## src/rtl/ycbcr_pkg.sv

```systemverilog
// Shared constants for the RGB to YCbCr stream converter.
// Mode codes, coefficient sets, offset and clip helpers.
package ycbcr_pkg;

  localparam logic [1:0] MODE_601    = 2'd0;
  localparam logic [1:0] MODE_709    = 2'd1;
  localparam logic [1:0] MODE_BYPASS = 2'd2;

  // Order: Yr Yg Yb, Cbr Cbg Cbb, Crr Crg Crb
  localparam int COEF_601 [9] = '{
    77, 150, 29,
    -43, -85, 128,
    128, -107, -21
  };

  localparam int COEF_709 [9] = '{
    54, 183, 19,
    -29, -99, 128,
    128, -116, -12
  };

  // Reserved code 3 falls back to BT.601
  function automatic logic [1:0] norm_mode(
    input logic [1:0] m
  );
    return (m == 2'd3) ? MODE_601 : m;
  endfunction

  // Offsets are pre-scaled by the 8 coefficient fraction bits
  function automatic int y_offset(input int w);
    return 16 << w;
  endfunction

  function automatic int c_offset(input int w);
    return 1 << (w + 7);
  endfunction

  function automatic int clip(
    input int v,
    input int w
  );
    if (v < 0) return 0;
    if (v > (1 << w) - 1) return (1 << w) - 1;
    return v;
  endfunction

endpackage

```

## src/rtl/axis_sync_fifo.sv

```systemverilog
// Show-ahead synchronous FIFO: push/din in, pop/dout/valid out.
// count reports occupancy; pushes while full are ignored.
module axis_sync_fifo #(
  parameter int WIDTH = 26,
  parameter int DEPTH = 4
) (
  input  logic                     clk,
  input  logic                     rstn,
  input  logic                     push,
  input  logic [WIDTH-1:0]         din,
  input  logic                     pop,
  output logic [WIDTH-1:0]         dout,
  output logic                     valid,
  output logic [$clog2(DEPTH):0]   count
);

  localparam int PW = $clog2(DEPTH);

  logic [WIDTH-1:0] mem [DEPTH];
  logic [PW-1:0]    wr;
  logic [PW-1:0]    rd;
  logic [PW:0]      cnt;
  logic             do_push;
  logic             do_pop;

  assign do_push = push && (cnt != (PW+1)'(DEPTH));
  assign do_pop  = pop && (cnt != '0);

  always_ff @(posedge clk or negedge rstn) begin
    if (!rstn) begin
      wr  <= '0;
      rd  <= '0;
      cnt <= '0;
      for (int i = 0; i < DEPTH; i++)
        mem[i] <= '0;
    end else begin
      if (do_push) begin
        mem[wr] <= din;
        wr      <= wr + 1'b1;
      end
      if (do_pop)
        rd <= rd + 1'b1;
      cnt <= cnt + (PW+1)'(do_push)
                 - (PW+1)'(do_pop);
    end
  end

  assign dout  = mem[rd];
  assign valid = (cnt != '0);
  assign count = cnt;

endmodule

```

## src/rtl/ycbcr_stream_conv.sv

```systemverilog
// AXI4-Stream RGB {R,B,G} to YCbCr {Cr,Cb,Y} converter.
// Matrix latched on SOF (tuser); products, sum/clip, output FIFO.
module ycbcr_stream_conv
  import ycbcr_pkg::*;
#(
  parameter int COMP_W     = 8,
  parameter int COEF_FRAC  = 8,
  parameter int FIFO_DEPTH = 4
) (
  input  logic                  clk,
  input  logic                  rstn,
  input  logic                  Sel,
  input  logic [3*COMP_W-1:0]   Sel_RGB,
  input  logic [1:0]            mode,
  input  logic [3*COMP_W-1:0]   s_axis_video_tdata,
  input  logic                  s_axis_video_tvalid,
  output logic                  s_axis_video_tready,
  input  logic                  s_axis_video_tlast,
  input  logic                  s_axis_video_tuser,
  output logic [3*COMP_W-1:0]   m_axis_video_tdata,
  output logic                  m_axis_video_tvalid,
  input  logic                  m_axis_video_tready,
  output logic                  m_axis_video_tlast,
  output logic                  m_axis_video_tuser,
  output logic [1:0]            active_mode
);

  localparam int DW = 3 * COMP_W;
  localparam int AW = COMP_W + 11;
  localparam int FW = DW + 2;
  localparam int CW = $clog2(FIFO_DEPTH) + 1;
  localparam int IW = CW + 2;

  typedef logic signed [AW-1:0] acc_t;

  localparam acc_t RND   = acc_t'(1 << (COEF_FRAC - 1));
  localparam acc_t Y_OFS = acc_t'(y_offset(COMP_W));
  localparam acc_t C_OFS = acc_t'(c_offset(COMP_W));

  function automatic acc_t mul(
    input int                c,
    input logic [COMP_W-1:0] x
  );
    return acc_t'(c * int'(x));
  endfunction

  logic              accept;
  logic [DW-1:0]     pix;
  logic [COMP_W-1:0] comp [3];
  logic [1:0]        act_q;
  logic [1:0]        eff;
  acc_t              prod [9];

  assign accept  = s_axis_video_tvalid
                 & s_axis_video_tready;
  assign pix     = Sel ? Sel_RGB
                       : s_axis_video_tdata;
  assign comp[0] = pix[DW-1 -: COMP_W];
  assign comp[1] = pix[COMP_W-1:0];
  assign comp[2] = pix[2*COMP_W-1 -: COMP_W];

  // The SOF beat itself already uses the new matrix
  assign eff = s_axis_video_tuser
             ? norm_mode(mode) : act_q;

  always_comb begin
    for (int i = 0; i < 9; i++)
      prod[i] = (eff == MODE_709)
              ? mul(COEF_709[i], comp[i % 3])
              : mul(COEF_601[i], comp[i % 3]);
  end

  always_ff @(posedge clk or negedge rstn) begin
    if (!rstn)
      act_q <= MODE_601;
    else if (accept && s_axis_video_tuser)
      act_q <= norm_mode(mode);
  end

  assign active_mode = act_q;

  logic          s1_valid;
  logic          s1_byp;
  logic          s1_last;
  logic          s1_user;
  logic [DW-1:0] s1_pix;
  acc_t          s1_prod [9];

  always_ff @(posedge clk or negedge rstn) begin
    if (!rstn) begin
      s1_valid <= 1'b0;
      s1_byp   <= 1'b0;
      s1_last  <= 1'b0;
      s1_user  <= 1'b0;
      s1_pix   <= '0;
      for (int i = 0; i < 9; i++)
        s1_prod[i] <= '0;
    end else begin
      s1_valid <= accept;
      if (accept) begin
        s1_byp  <= (eff == MODE_BYPASS);
        s1_last <= s_axis_video_tlast;
        s1_user <= s_axis_video_tuser;
        s1_pix  <= pix;
        for (int i = 0; i < 9; i++)
          s1_prod[i] <= prod[i];
      end
    end
  end

  acc_t              sy;
  acc_t              scb;
  acc_t              scr;
  acc_t              ty;
  acc_t              tcb;
  acc_t              tcr;
  logic [COMP_W-1:0] yc;
  logic [COMP_W-1:0] cbc;
  logic [COMP_W-1:0] crc;
  logic [DW-1:0]     cvt;

  assign sy  = s1_prod[0] + s1_prod[1]
             + s1_prod[2] + Y_OFS + RND;
  assign scb = s1_prod[3] + s1_prod[4]
             + s1_prod[5] + C_OFS + RND;
  assign scr = s1_prod[6] + s1_prod[7]
             + s1_prod[8] + C_OFS + RND;

  assign ty  = sy >>> COEF_FRAC;
  assign tcb = scb >>> COEF_FRAC;
  assign tcr = scr >>> COEF_FRAC;

  assign yc  = COMP_W'(clip(int'(ty), COMP_W));
  assign cbc = COMP_W'(clip(int'(tcb), COMP_W));
  assign crc = COMP_W'(clip(int'(tcr), COMP_W));
  assign cvt = {crc, cbc, yc};

  logic          s2_valid;
  logic [FW-1:0] s2_data;

  always_ff @(posedge clk or negedge rstn) begin
    if (!rstn) begin
      s2_valid <= 1'b0;
      s2_data  <= '0;
    end else begin
      s2_valid <= s1_valid;
      s2_data  <= {s1_last, s1_user,
                   s1_byp ? s1_pix : cvt};
    end
  end

  logic          pop;
  logic [FW-1:0] fifo_out;
  logic [CW-1:0] fcount;

  assign pop = m_axis_video_tvalid
             & m_axis_video_tready;

  axis_sync_fifo #(
    .WIDTH (FW),
    .DEPTH (FIFO_DEPTH)
  ) u_fifo (
    .clk   (clk),
    .rstn  (rstn),
    .push  (s2_valid),
    .din   (s2_data),
    .pop   (pop),
    .dout  (fifo_out),
    .valid (m_axis_video_tvalid),
    .count (fcount)
  );

  assign {m_axis_video_tlast,
          m_axis_video_tuser,
          m_axis_video_tdata} = fifo_out;

  // Credit check: every beat in a stage will land in
  // the FIFO, so stages plus occupancy must fit in it
  logic [IW-1:0] infl_nxt;

  assign infl_nxt = IW'(accept) + IW'(s1_valid)
                  + IW'(s2_valid) + IW'(fcount)
                  - IW'(pop);

  always_ff @(posedge clk or negedge rstn) begin
    if (!rstn)
      s_axis_video_tready <= 1'b0;
    else
      s_axis_video_tready <=
        (infl_nxt < IW'(FIFO_DEPTH));
  end

endmodule

```

## config.mk

```make
export PLATFORM = sky130hd
export DESIGN_NAME = ycbcr_stream_conv
export DESIGN_NICKNAME = d
export VERILOG_FILES = /design/src/rtl/ycbcr_pkg.sv /design/src/rtl/axis_sync_fifo.sv /design/src/rtl/ycbcr_stream_conv.sv
export SDC_FILE = /design/constraint.sdc
export NUM_CORES = 1
export LEC_CHECK = 0
export CAP_MARGIN = 20
export CORE_ASPECT_RATIO = 0.8
export CORE_UTILIZATION = 35
export DETAILED_ROUTE_END_ITERATION = 12
export PLACE_DENSITY = 0.58
export SLEW_MARGIN = 40
export SYNTH_ARGS = -nofsm -noshare
export SYNTH_HDL_FRONTEND = slang
export SYNTH_SLANG_ARGS = --single-unit
```

## constraint.sdc

```tcl
create_clock -name clk -period 5 [get_ports clk]
set_clock_uncertainty 0.15 [all_clocks]
set_input_delay 1 -clock clk [delete_from_list [all_inputs] [get_ports clk]]
set_output_delay 1 -clock clk [all_outputs]
set_load 0.01 [all_outputs]
```

==> flow_results.org, run 1 <==
** Cells and area
- Area growth, synth to finish :: 28.2%
- Multi-input gate area :: 19300 um2
- Area taken by flip-flops and latches :: 6880 um2
- Fraction of final layout cells with drive strength greater than 1 :: 25.0%
- Count of placed standard cells in the final layout, fillers left out :: 4274
- Fill count :: 7222
- The repair_antennas step left the layout with diodes totalling 0.
- NumNets Final :: 3976

** Worst setup path
- Worst path max stage delay :: 560 ps
- Crit path required time :: 5360 ps
- Type of the setup path with the least slack :: in -> reg
- The worst setup path is captured at a register.
- Startpoint type of the worst setup path :: input pin
- At the worst endpoint, the arrival time is 5450 ps.
- Of all nets on the critical path, the largest fanout is 7.
- Critical path, cell by cell :: buf_12 > buf_16 > buf_12 > mux2i_4 > buf_12 > inv_8 > fa_1 > inv_2 > fa_1 > fa_1 > inv_2 > fa_2 > ha_4 > or3_1 > o211a_1 > a41oi_2 > a211oi_2 > xnor2_1 > nand2_1 > a31oi_1
- Slowest stage cell on the critical path :: sky130_fd_sc_hd__fa_1

** Power
- IR drop worst, VDD :: 0.464 mV
- Leakage power figure :: 17.7 nW
- For this design the ratio of total power to cell area is 655 nW/um2.

** Logic synthesis
- Synthesis handed over a netlist of 2761 instances.
- Top_reg_cell synth :: sky130_fd_sc_hd__dfrtp_1
- Average size of a mapped cell :: 9.83 um2
- Synthesis produced a netlist with a net count of 3500.
- Number of flops mapped to enable cells by yosys :: 0
- Portion of the post-synthesis area used by sequential elements :: 25.3%
- The mapped netlist covers 27200 um2.
- Ys Warns :: 0
- Synthesis-stage register bit count :: 275
- Counting flops with an async set or reset pin after synthesis yields a share of 100%.
- Cell variety after synth :: 64

** Placement
- Input/output buffers :: 86
- Placer congestion estimate :: 0.910
- Detailed Place HPWL :: 61.2 mm
- In this run, placement finished with an instance count of 4174.

** Clocking
- Root buffer cell :: sky130_fd_sc_hd__clkbuf_16
- Clock sinks :: 275
- TritonCTS buffer count :: 31
- Clock slew at reported path FFs :: 60 ps
- The clock reaches the later pin of the worst-skew pair after 590 ps.
- Clock tree buffer depth :: 3
- CTS built an H-tree with a depth of 1.
- CTS tree :: yes
- Hold repair after CTS inserted 0 buffers.

** Detailed routing
- Dividing the detail-routed via count by the number of cells gives 4.89.
- Number of vias in the routed layout :: 20.9k
- Routed wirelength normalized by instance count :: 18.0 um
- After detailed routing, the number of remaining DRC violations is 0.
- The first TritonRoute pass finished after 5 iterations.
- Starting DRC count in detailed routing :: 1175
- The final layout contains routed wiring with a total length of 76.9 mm.
- Final ANT Viol Nets :: 0

** Die
- DIE HEIGHT :: 251 um
- Initial Util :: 35.7%
- Die area :: 78700 um2
- Horizontal die dimension :: 313 um
- Row Count :: 90
- During I/O placement, the number of pins put on the boundary was 87.
- CORE AREA :: 76100 um2

** Timing
- Number of failing hold endpoints at the final stage :: 0
- Setup Viol. Count Final :: 7
- Crit path time final :: 5090 ps
- Post-route clock period utilization :: 102%
- Count of final max-slew check failures :: 0
- Post-Route Hold Slack :: 225 ps
- Derived from the worst setup path, the maximum achievable clock frequency is 196 MHz.
- TNS Setup :: -201 ps
- The worst pin sits at a relative slew slack of 50.7%.
- Across all setup checks in the final design, the least slack found is -91.2 ps.
- RSZ-0062 raised after global routing :: true
- At the pin with the least slew margin, the transition time is 718 ps.

** Run
- Max-cap violations in this run came to 0.

** Global routing
- The via count of the first global-routing pass was 20.8k.
- The first global-routing pass estimated 120 mm of wire.
- The total overflow left after global routing is 0.
- Global routing used 19.6% of the available tracks.
- Entering global routing, the biggest net connects 88 pins.
- Initial antenna violation count :: 1

** Outcome
- Status :: finished with violations
- The final reports fail on setup timing.

** Hold path
- The tightest min-delay check is of the reg -> reg type.
==> Yosys cell counts, types with 29 or more instances <==
cell type	count	share of area (%)
sky130_fd_sc_hd__a21o_1	44	1.2
sky130_fd_sc_hd__a21oi_1	129	2.4
sky130_fd_sc_hd__clkbuf_1	53	0.73
sky130_fd_sc_hd__dfrtp_1	275	25
sky130_fd_sc_hd__fa_1	160	12
sky130_fd_sc_hd__ha_1	522	24
sky130_fd_sc_hd__inv_1	509	7.0
sky130_fd_sc_hd__mux2_2	107	4.4
sky130_fd_sc_hd__mux2i_1	29	1.1
sky130_fd_sc_hd__nand2_1	177	2.4
sky130_fd_sc_hd__nor2_1	118	1.6
sky130_fd_sc_hd__nor2b_1	42	0.97
sky130_fd_sc_hd__nor3_1	33	0.61
sky130_fd_sc_hd__o211ai_1	43	1.2
sky130_fd_sc_hd__o21ai_0	132	2.4
sky130_fd_sc_hd__xnor2_1	86	2.8
sky130_fd_sc_hd__xor2_1	52	1.7
==> area by class of cell <==
| cell class | instances | area share [%] |
|---|---|---|
| Tap cell | 1012 | 3.64 |
| Timing Repair Buffer | 510 | 12.5 |
| Clock buffer | 47 | 2.63 |
| Inverter | 509 | 5.59 |
| Multi-Input combinational cell | 1910 | 55.5 |
| Clock inverter | 11 | 0.374 |
| Sequential cell | 275 | 19.8 |
==> path summary, 6_finish.rpt <==
check	startpoint	end	slack (ps)	cells past startpoint
worst max register to register	s1_prod[103]	s2_data[9]	700	14
worst min-delay path	s1_last	s2_data[25]	220	0
min in group asynchronous	rstn	u_fifo.mem[99]	250	1
max in group asynchronous	rstn	s1_prod[143]	3440	2
worst min register to register	s1_last	s2_data[25]	220	0
worst max-delay path	Sel	s1_prod[147]	-90	20
==> state kept, by name, summed over array words and instances (netlist names) <==
| signal | cells |
|---|---|
| u_fifo.rd | 2 |
| u_fifo.wr | 2 |
| s_axis_video_tready | 1 |
| s1_user | 1 |
| u_fifo.mem | 104 |
| s1_last | 1 |
| s1_pix | 24 |
| s2_valid | 1 |
| u_fifo.count | 3 |
| s2_data | 26 |
| s1_byp | 1 |
| s1_prod | 106 |
| active_mode | 2 |
| s1_valid | 1 |
==> layout by cell type, fill, tap and decap left out, types with 24 or more instances in the layout <==
cell type / count
sky130_fd_sc_hd__a21o_1: 43
sky130_fd_sc_hd__a21oi_1: 98
sky130_fd_sc_hd__a21oi_2: 28
sky130_fd_sc_hd__buf_4: 388
sky130_fd_sc_hd__clkbuf_16: 31
sky130_fd_sc_hd__clkdlybuf4s50_1: 77
sky130_fd_sc_hd__dfrtp_1: 274
sky130_fd_sc_hd__fa_1: 147
sky130_fd_sc_hd__ha_1: 475
sky130_fd_sc_hd__ha_4: 42
sky130_fd_sc_hd__inv_1: 475
sky130_fd_sc_hd__inv_2: 24
sky130_fd_sc_hd__mux2_2: 107
sky130_fd_sc_hd__mux4_2: 26
sky130_fd_sc_hd__nand2_1: 176
sky130_fd_sc_hd__nor2_1: 116
sky130_fd_sc_hd__nor2b_1: 36
sky130_fd_sc_hd__nor3_1: 32
sky130_fd_sc_hd__o211ai_1: 43
sky130_fd_sc_hd__o21ai_0: 97
sky130_fd_sc_hd__o21ai_1: 25
sky130_fd_sc_hd__xnor2_1: 84
sky130_fd_sc_hd__xor2_1: 51
==> kinds of logic after synthesis <==
family / share of synthesized area (%)
xor+xnor: 4.45
mux: 7.66
flops: 25.3
fa+ha+maj: 35.9
buf+inv: 7.97
compound gates: 11.8
simple gates: 6.92
==> power breakdown <==
| group | total, mW | internal, mW | switching [mW] |
|---|---|---|---|
| Sequential | 3.94 | 3.27 | 0.668 |
| Combinational | 16.5 | 7.83 | 8.66 |
| Clock | 2.35 | 1.37 | 0.979 |
| Total | 22.8 | 12.5 | 10.3 |
==> critical path, delay by kind of cell <==
kind,cells,cell delay (ps)
AND/OR/NAND/NOR,2,410
multiplexers,1,230
buffers and inverters,7,650
XOR/XNOR,1,160
adder cells (fa/ha/maj),5,2330
AO/OA/AOI/OAI,4,620
==> per-stage QoR <==
stage          setup WS, ps  power (mW)  instance area, um2  util (%)
2_1_floorplan          -582        14.1               27500         -
3_3_place_gp           -861        19.3               32300      42.5
3_5_place_dp           -913        19.5               32300      42.5
4_1_cts               -99.3        22.2               33900      44.6
5_1_grt                -256        24.9               34800      45.7
6_report              -91.2        22.8               34800      45.7
==> metal layers <==
metal  vias to the layer above  part of all wire [%]  wire [um]  GRT usage (%)
met4                         0                   1.5       1140           2.93
met3                        69                   4.3       3290           1.92
met5                         -                     0          0              0
met1                     10200                    51      39500           30.3
li1                      10300                     -          -              -
met2                       385                    43      33000           29.7
==> what timing repair did <==
item | in CTS | in global routing
setup buffers | 23 | 20
gates cloned | 1 | 0
endpoints found under the setup margin | 35 | 43
resized for setup | 64 | 152
pin swaps | 35 | 84
Note: power is estimated with default switching activity, not from simulation.
==> inputs of run 2 (changes only) <==
--- a/config.mk
+++ b/config.mk
@@ -9,7 +9,8 @@
 export CORE_ASPECT_RATIO = 0.8
 export CORE_UTILIZATION = 35
 export DETAILED_ROUTE_END_ITERATION = 12
-export PLACE_DENSITY = 0.58
+export DONT_BUFFER_PORTS = 1
+export PLACE_DENSITY_LB_ADDON = 0.25
 export SLEW_MARGIN = 40
 export SYNTH_ARGS = -nofsm -noshare
 export SYNTH_HDL_FRONTEND = slang
==> run 2 against run 1 <==
  * The run now ends clean
  * Cell area fell by 7.7%
  * Combinational power down 9%
  * Register-to-register slack better by 80 ps
  * Count of clock-buffer cells in the layout is 3 higher
  * Total power is 5.0% lower
  * Global-route usage increased by 0.33 points
  * Cell count decreased by 4.6%
  * Utilization shrank 3.5 points
  * Via count is 3.0% lower
  * Sequential share of layout area grew 1.7 points
  * Worst setup slack improved by 220 ps
  * Sequential cell count unchanged
  * Critical endpoint unchanged
==> flow_results.org, run 2 (same netlist as run 1, synthesis figures left out) <==
** Cells and area
- Area growth, synth to finish :: 18.3%
- Counting flops per register, the top entry is s1_prod.
- Fill count :: 7441 (+3.0%)
- Leaving out fill and tap cells, the most frequent cells in the layout are sky130_fd_sc_hd__ha_1, sky130_fd_sc_hd__inv_1, sky130_fd_sc_hd__buf_4, sky130_fd_sc_hd__dfrtp_1, sky130_fd_sc_hd__nand2_1.
- In the final layout, the registers with the most flip-flops are s1_prod: 106 flops, u_fifo.mem: 104 flops, s2_data: 26 flops.
- NumNets Final :: 3776 (-5.0%)
- Antenna diode count :: 0 (unchanged)
- Fraction of final layout cells with drive strength greater than 1 :: 18.6% (-6.5 points)
- Final core area utilization :: 42.2% (-3.5 points)
- Most frequent standard cell in the layout excluding fill and tap cells :: sky130_fd_sc_hd__ha_1
- Number of flip-flops under the largest register name :: 106 (unchanged)

** Detailed routing
- The count of unresolved DRC violations after routing came to 0 (unchanged).
- Final ANT Viol Nets :: 0 (unchanged)
- The average wire length per cell after detail routing is 19.0 um (+5.7%).
- The number of DRC markers in iteration 0 came to 1088 (-7.4%).
- Number of vias in the routed layout :: 20.3k (-3.0%)
- Wirelength, routed :: 77.4 mm (+0.77%)
- The number of search-and-repair iterations in the first detailed-routing pass was 5 (unchanged).
- Per-cell via count in the routed design :: 4.98 (+1.7%)

** Power
- The part of the power in combinational logic is 69.2% (-3.2 points).
- The switching power share of the total came to 46.2% (+0.93 points).
- IR drop worst, VDD :: 0.529 mV (+14%)
- Internal cell power :: 11.6 mW (-6.6%)
- The leakage power figure came to 16.8 nW (-5.4%).
- Areal power density over the cells :: 673 nW/um2 (+2.9%)
- Reg power frac :: 18.7% (+1.4 points)
- Proportion of power drawn by the clock network :: 12.2% (+1.9 points)
- The total net switching power was 9.99 mW (-3.1%).

** Worst setup path
- Largest delay contributor family on the critical path :: adder cells
- The critical path data required time came to 5320 ps (-40 ps).
- Startpoint type of the worst setup path :: input pin
- The highest fanout seen on the critical path is 24 (+17).
- CP most frequent cell :: sky130_fd_sc_hd__inv_1
- The number of buffers and inverters on the critical path came to 6 (-1).
- Slowest stage cell on the critical path :: sky130_fd_sc_hd__fa_1
- The worst setup path is of the in -> reg kind.
- Worst path max stage delay :: 540 ps (-20 ps)
- Endpoint type of the worst setup path :: register
- Critical path, cell by cell :: mux2i_4 > buf_12 > buf_4 > buf_4 > ha_4 > inv_1 > ha_1 > inv_1 > fa_1 > fa_1 > inv_1 > ha_1 > o41ai_1 > o21ai_1 > o41ai_2 > xnor2_1 > nand2_1 > a31oi_1
- Arrival time worst endpoint :: 5190 ps (-260 ps)

** Timing
- The slew at the pin closest to its max-slew limit came to 898 ps (+180 ps).
- Count of final max-slew check failures :: 0 (unchanged)
- The summed negative setup slack over all endpoints came to 0 ps (+201 ps).
- Number of failing hold endpoints at the final stage :: 0 (unchanged)
- The minimum hold slack came to 27.2 ps (-197 ps).
- Post-route clock period utilization :: 97.4% (-4.4 points)
- The worst setup margin was 128 ps (+219 ps).
- The total of endpoints with negative setup slack in the final report came to 0 (-7).
- The upper clock frequency limit was 205 MHz (+4.5%).
- The worst slew slack as a fraction of its limit was 40.0% (-11 points).
- Crit path time final :: 4870 ps (-219 ps)

** Die
- The initial core utilization was 35.7% (unchanged).
- The number of placement rows came to 90 (unchanged).
- The number of placed I/O pins came to 87 (unchanged).
- The area inside the core boundary is 76100 um2 (unchanged).
- Die area :: 78700 um2 (unchanged)
- Horizontal die dimension :: 313 um (unchanged)
- DIE HEIGHT :: 251 um (unchanged)

** Global routing
- Pin count of the biggest net entering global routing :: 276 (+210%)
- Remaining Overflow, GRT :: 0 (unchanged)
- Overall routing resource usage :: 19.9% (+0.33 points)
- First-pass GRT wire length :: 120 mm (+0.19%)
- The via count of the first global-routing pass is 20.9k (+0.55%).
- The number of antenna violations at the first check in global routing is 1 (unchanged).

** Clocking
- Clock insertion delay at the later pin of the skew report :: 560 ps (-30 ps)
- Clock slew at reported path FFs :: 60 ps (about the same)
- Clock sinks :: 275 (unchanged)
- Clock tree buffer depth :: 3 (unchanged)
- The number of levels in the clock H-tree was 2 (+1).
- Root buffer cell :: sky130_fd_sc_hd__clkbuf_16
- CTS tree :: yes
- The number of clock buffers inserted by TritonCTS was 35 (+13%).

** Placement
- The number of port buffers is 0 (-100%).
- Placer congestion estimate :: 0.922 (+1.4%)
- Pre-CTS worst setup slack :: -518 ps (+395 ps)
- The detailed placer's ending HPWL came to 62.5 mm (+2.0%).

** Run
- The number of violations of the max-capacitance limit is 0 (unchanged).

** Outcome
- The flow ran to the end, and the final reports show no timing, DRC or antenna violations.

** Hold path
- The worst hold path belongs to the class in -> async.
## run 2: changes by cell type in the layout (fill, tap and decap cells not counted), sizes merged
cell / change
inv: +3
clkbuf: +3
clkdlybuf4s50: -77
dlymetal6s2s: -3
clkinv: +2
buf: -120
dlygate4sd2: -4
clkinvlp: -2
## run 2: path summary, 6_finish.rpt
check,from,to,slack [ps],cells after the start
max reg2reg,s1_pix[9],s2_data[13],780,14
max,Sel,s1_prod[147],130,18
min in group clk,s1_valid,s2_valid,220,0
min reg2reg,s1_valid,s2_valid,220,0
min,rstn,u_fifo.mem[85],30,0
max in group asynchronous,rstn,u_fifo.mem[93],4090,1
## run 2: routing by layer
metal | vias up | wire [um] | GRT usage (%)
met3 | 79 | 4780 | 4.10
met1 | 9940 | 37100 | 27.9
met4 | 0 | 1450 | 4.39
li1 | 9862 | - | -
met2 | 402 | 34100 | 31.4
met5 | - | 0 | 0
## run 2: worst reg2reg max path: stages (launching register included)
cell and delay (ps):
sky130_fd_sc_hd__dfrtp_1 360, sky130_fd_sc_hd__inv_1 130, sky130_fd_sc_hd__fa_1 570, sky130_fd_sc_hd__inv_1 50, sky130_fd_sc_hd__ha_1 280, sky130_fd_sc_hd__ha_1 350, sky130_fd_sc_hd__a21oi_1 200, sky130_fd_sc_hd__a21oi_1 100
sky130_fd_sc_hd__a41o_1 240, sky130_fd_sc_hd__o2111ai_1 310, sky130_fd_sc_hd__a31oi_2 200, sky130_fd_sc_hd__a21oi_1 220, sky130_fd_sc_hd__mux2i_1 260, sky130_fd_sc_hd__nor2_1 160, sky130_fd_sc_hd__a221oi_1 500
## run 2: layout make-up
cell class	instances	area, um2	share of cell area (%)
clock buffers	50	1020	3.18
clock inverters	14	184	0.573
inverters	509	1920	5.98
multi-input cells	1910	18500	57.5
flip-flops and latches	275	6890	21.4
well taps	1012	1270	3.94
repair buffers	306	2380	7.42
## run 2: power groups by stage
stage	Clock, mW	Combinational (mW)	Sequential [mW]
floorplan	0	10.5	3.67
global placement	0	14.4	4.00
detailed placement	0	14.7	4.07
CTS	2.69	14.9	4.04
global route	2.79	16.8	4.16
finish	2.64	15.0	4.04
## run 2: per-stage QoR
step	instances	cell area [um2]	power [mW]
2_1_floorplan	2761	27500	14.1
6_report	4076	32100	21.6
3_5_place_dp	4007	30800	18.8
5_1_grt	4076	32100	23.7
4_1_cts	4071	32000	21.6
3_3_place_gp	4007	30800	18.4
## run 2: what timing repair did
| item | CTS | global route |
|---|---|---|
| resized for setup | 0 | 11 |
| buffers inserted | 0 | 4 |
| setup endpoints to repair | 0 | 14 |
| hold endpoints to repair | 199 | 101 |
==> inputs of run 3 (changes only) <==
--- a/config.mk
+++ b/config.mk
@@ -8,6 +8,7 @@
 export CAP_MARGIN = 20
 export CORE_ASPECT_RATIO = 0.8
 export CORE_UTILIZATION = 35
+export CTS_CLUSTER_DIAMETER = 150
 export DETAILED_ROUTE_END_ITERATION = 12
 export DONT_BUFFER_PORTS = 1
 export PLACE_DENSITY_LB_ADDON = 0.25
==> results of run 3 <==
The final DEF is identical to that of run 2; final timing and power are the same.
==> edit (config.mk and constraints of run 1) <==
`FIFO_DEPTH`: 4 -> 8.
--- a/src/rtl/ycbcr_stream_conv.sv
+++ b/src/rtl/ycbcr_stream_conv.sv
@@ -5,7 +5,7 @@
 #(
   parameter int COMP_W     = 8,
   parameter int COEF_FRAC  = 8,
-  parameter int FIFO_DEPTH = 4
+  parameter int FIFO_DEPTH = 8
 ) (
   input  logic                  clk,
   input  logic                  rstn,
Function: changed (Yosys sat finds a counterexample within 10 cycles, from zero or initial values and one cycle with rstn low).
==> edit against run 1 <==
- the flow finishes with violations (design-rule violations)
- power increased by 23%
- sequential cell count increased by 107
- setup slack improved by 180 ps
- cell area up 15%
- synthesized area rose by 20%
- highest routed layer unchanged
- die area rose by 19%
- critical path depth is 2 lower
- routed wire length is 13% higher
==> edit: results (changes against run 1) <==
failing checks=design-rule violations (was negative setup slack); registers with the highest flip-flop counts=u_fifo.mem: 208 flops, s1_prod: 106 flops, s2_data: 26 flops (was s1_prod: 106 flops, u_fifo.mem: 104 flops, s2_data: 26 flops); global-route wire length before repair=136000 um (was 120000 um); initial drt markers=1129 (was 1175); compound-gate portion of the synthesized area=10.5% (was 11.8%); Critical-path top delay cell=fa_2 (was fa_1); run status=complete, but fails checks (unchanged); Post-Route WL=86700 um (was 76900 um); worst setup slack before clock tree synthesis=-790 ps (was -913 ps); met1 wire length=43300 um (was 39500 um); DRC violation count after routing=20 (was 0); adder and majority cell fraction of the synthesized area=30.1% (was 35.9%); TritonRoute pass-1 iters=9 (was 5); wire length on met2=38200 um (was 33000 um); detail-routed via count per cell=4.86 (was 4.89); Power Combinational=19.1 mW (was 16.5 mW); Max Fanout on Critical Path=6 (was 7); initial antenna violation count=0 (was 1); transition at the pin with the smallest max-transition slack=806 ps (was 718 ps); largest net degree at the start of global routing=106 (was 88); total clock buffers created by CTS=43 (was 31); met3 track demand over resource=3.02% (was 1.92%); global router's overall resource usage=18.7% (was 19.6%); multiplexer share of the synthesized area=12.8% (was 7.66%); arrival time at the worst endpoint=5200 ps (was 5450 ps); Leakage=20.3 nW (was 17.7 nW); Syn Nets=3857 (was 3500)
[edit: through the flow]
step | setup TNS, ps | instances | cell area [sq um] | utilization, %
finish | 0 | 4789 | 40100 | 43.8
global route | -164 | 4788 | 40100 | 43.8
CTS | 0 | 4764 | 39400 | 43.0
detailed placement | -27410 | 4684 | 37800 | 41.3
global placement | -26130 | 4682 | 37800 | 41.2
floorplan | -12970 | 3115 | 32800 | -
[edit: kinds of logic (layout without fill, tap and decap cells)]
group                      count (synthesis)  count (layout)
AOI/OAI and AO/OA                        530             530
other                                      0               1
buffers and inverters                    616            1077
muxes                                    320             320
xor gates and xnor gates                 132             132
adders and majority gates                685             685
DFF                                      382             382
and+or+nand+nor                          450             450
[edit: layout make-up]
type | instances | share of cell area, %
inverter | 526 | 5.00
sequential | 382 | 23.9
clock inverter | 29 | 0.918
multi-input combinational | 2117 | 53.4
tap | 1212 | 3.78
timing repair buffer | 472 | 10.2
clock buffer | 50 | 2.85
antenna | 1 | 0.00624
[edit: worst paths after layout]
path | from | endpoint | slack [ps] | cells past startpoint
worst max-delay path | Sel | s1_prod[143]$_DFFE_PN0P_ | 90 | 18
worst min-delay path | rstn | u_fifo.mem[206]$_DFFE_PN0P_ | 80 | 1
worst max register to register | s1_prod[117]$_DFFE_PN0P_ | s2_data[0]$_DFF_PN0_ | 890 | 13
worst min register to register | s1_valid$_DFF_PN0_ | s2_valid$_DFF_PN0_ | 230 | 0
max in group asynchronous | rstn | s1_pix[9]$_DFFE_PN0P_ | 3440 | 4
min in group clk | s1_valid$_DFF_PN0_ | s2_valid$_DFF_PN0_ | 230 | 0
[edit: timing repair]
item                                    in CTS  in global routing
endpoints found under the setup margin      17                 36
gates resized for setup                     14                110
hold buffers                                 0                  0
pin swaps                                    6                 50
cloned                                       0                  0
buffers inserted                             1                 24
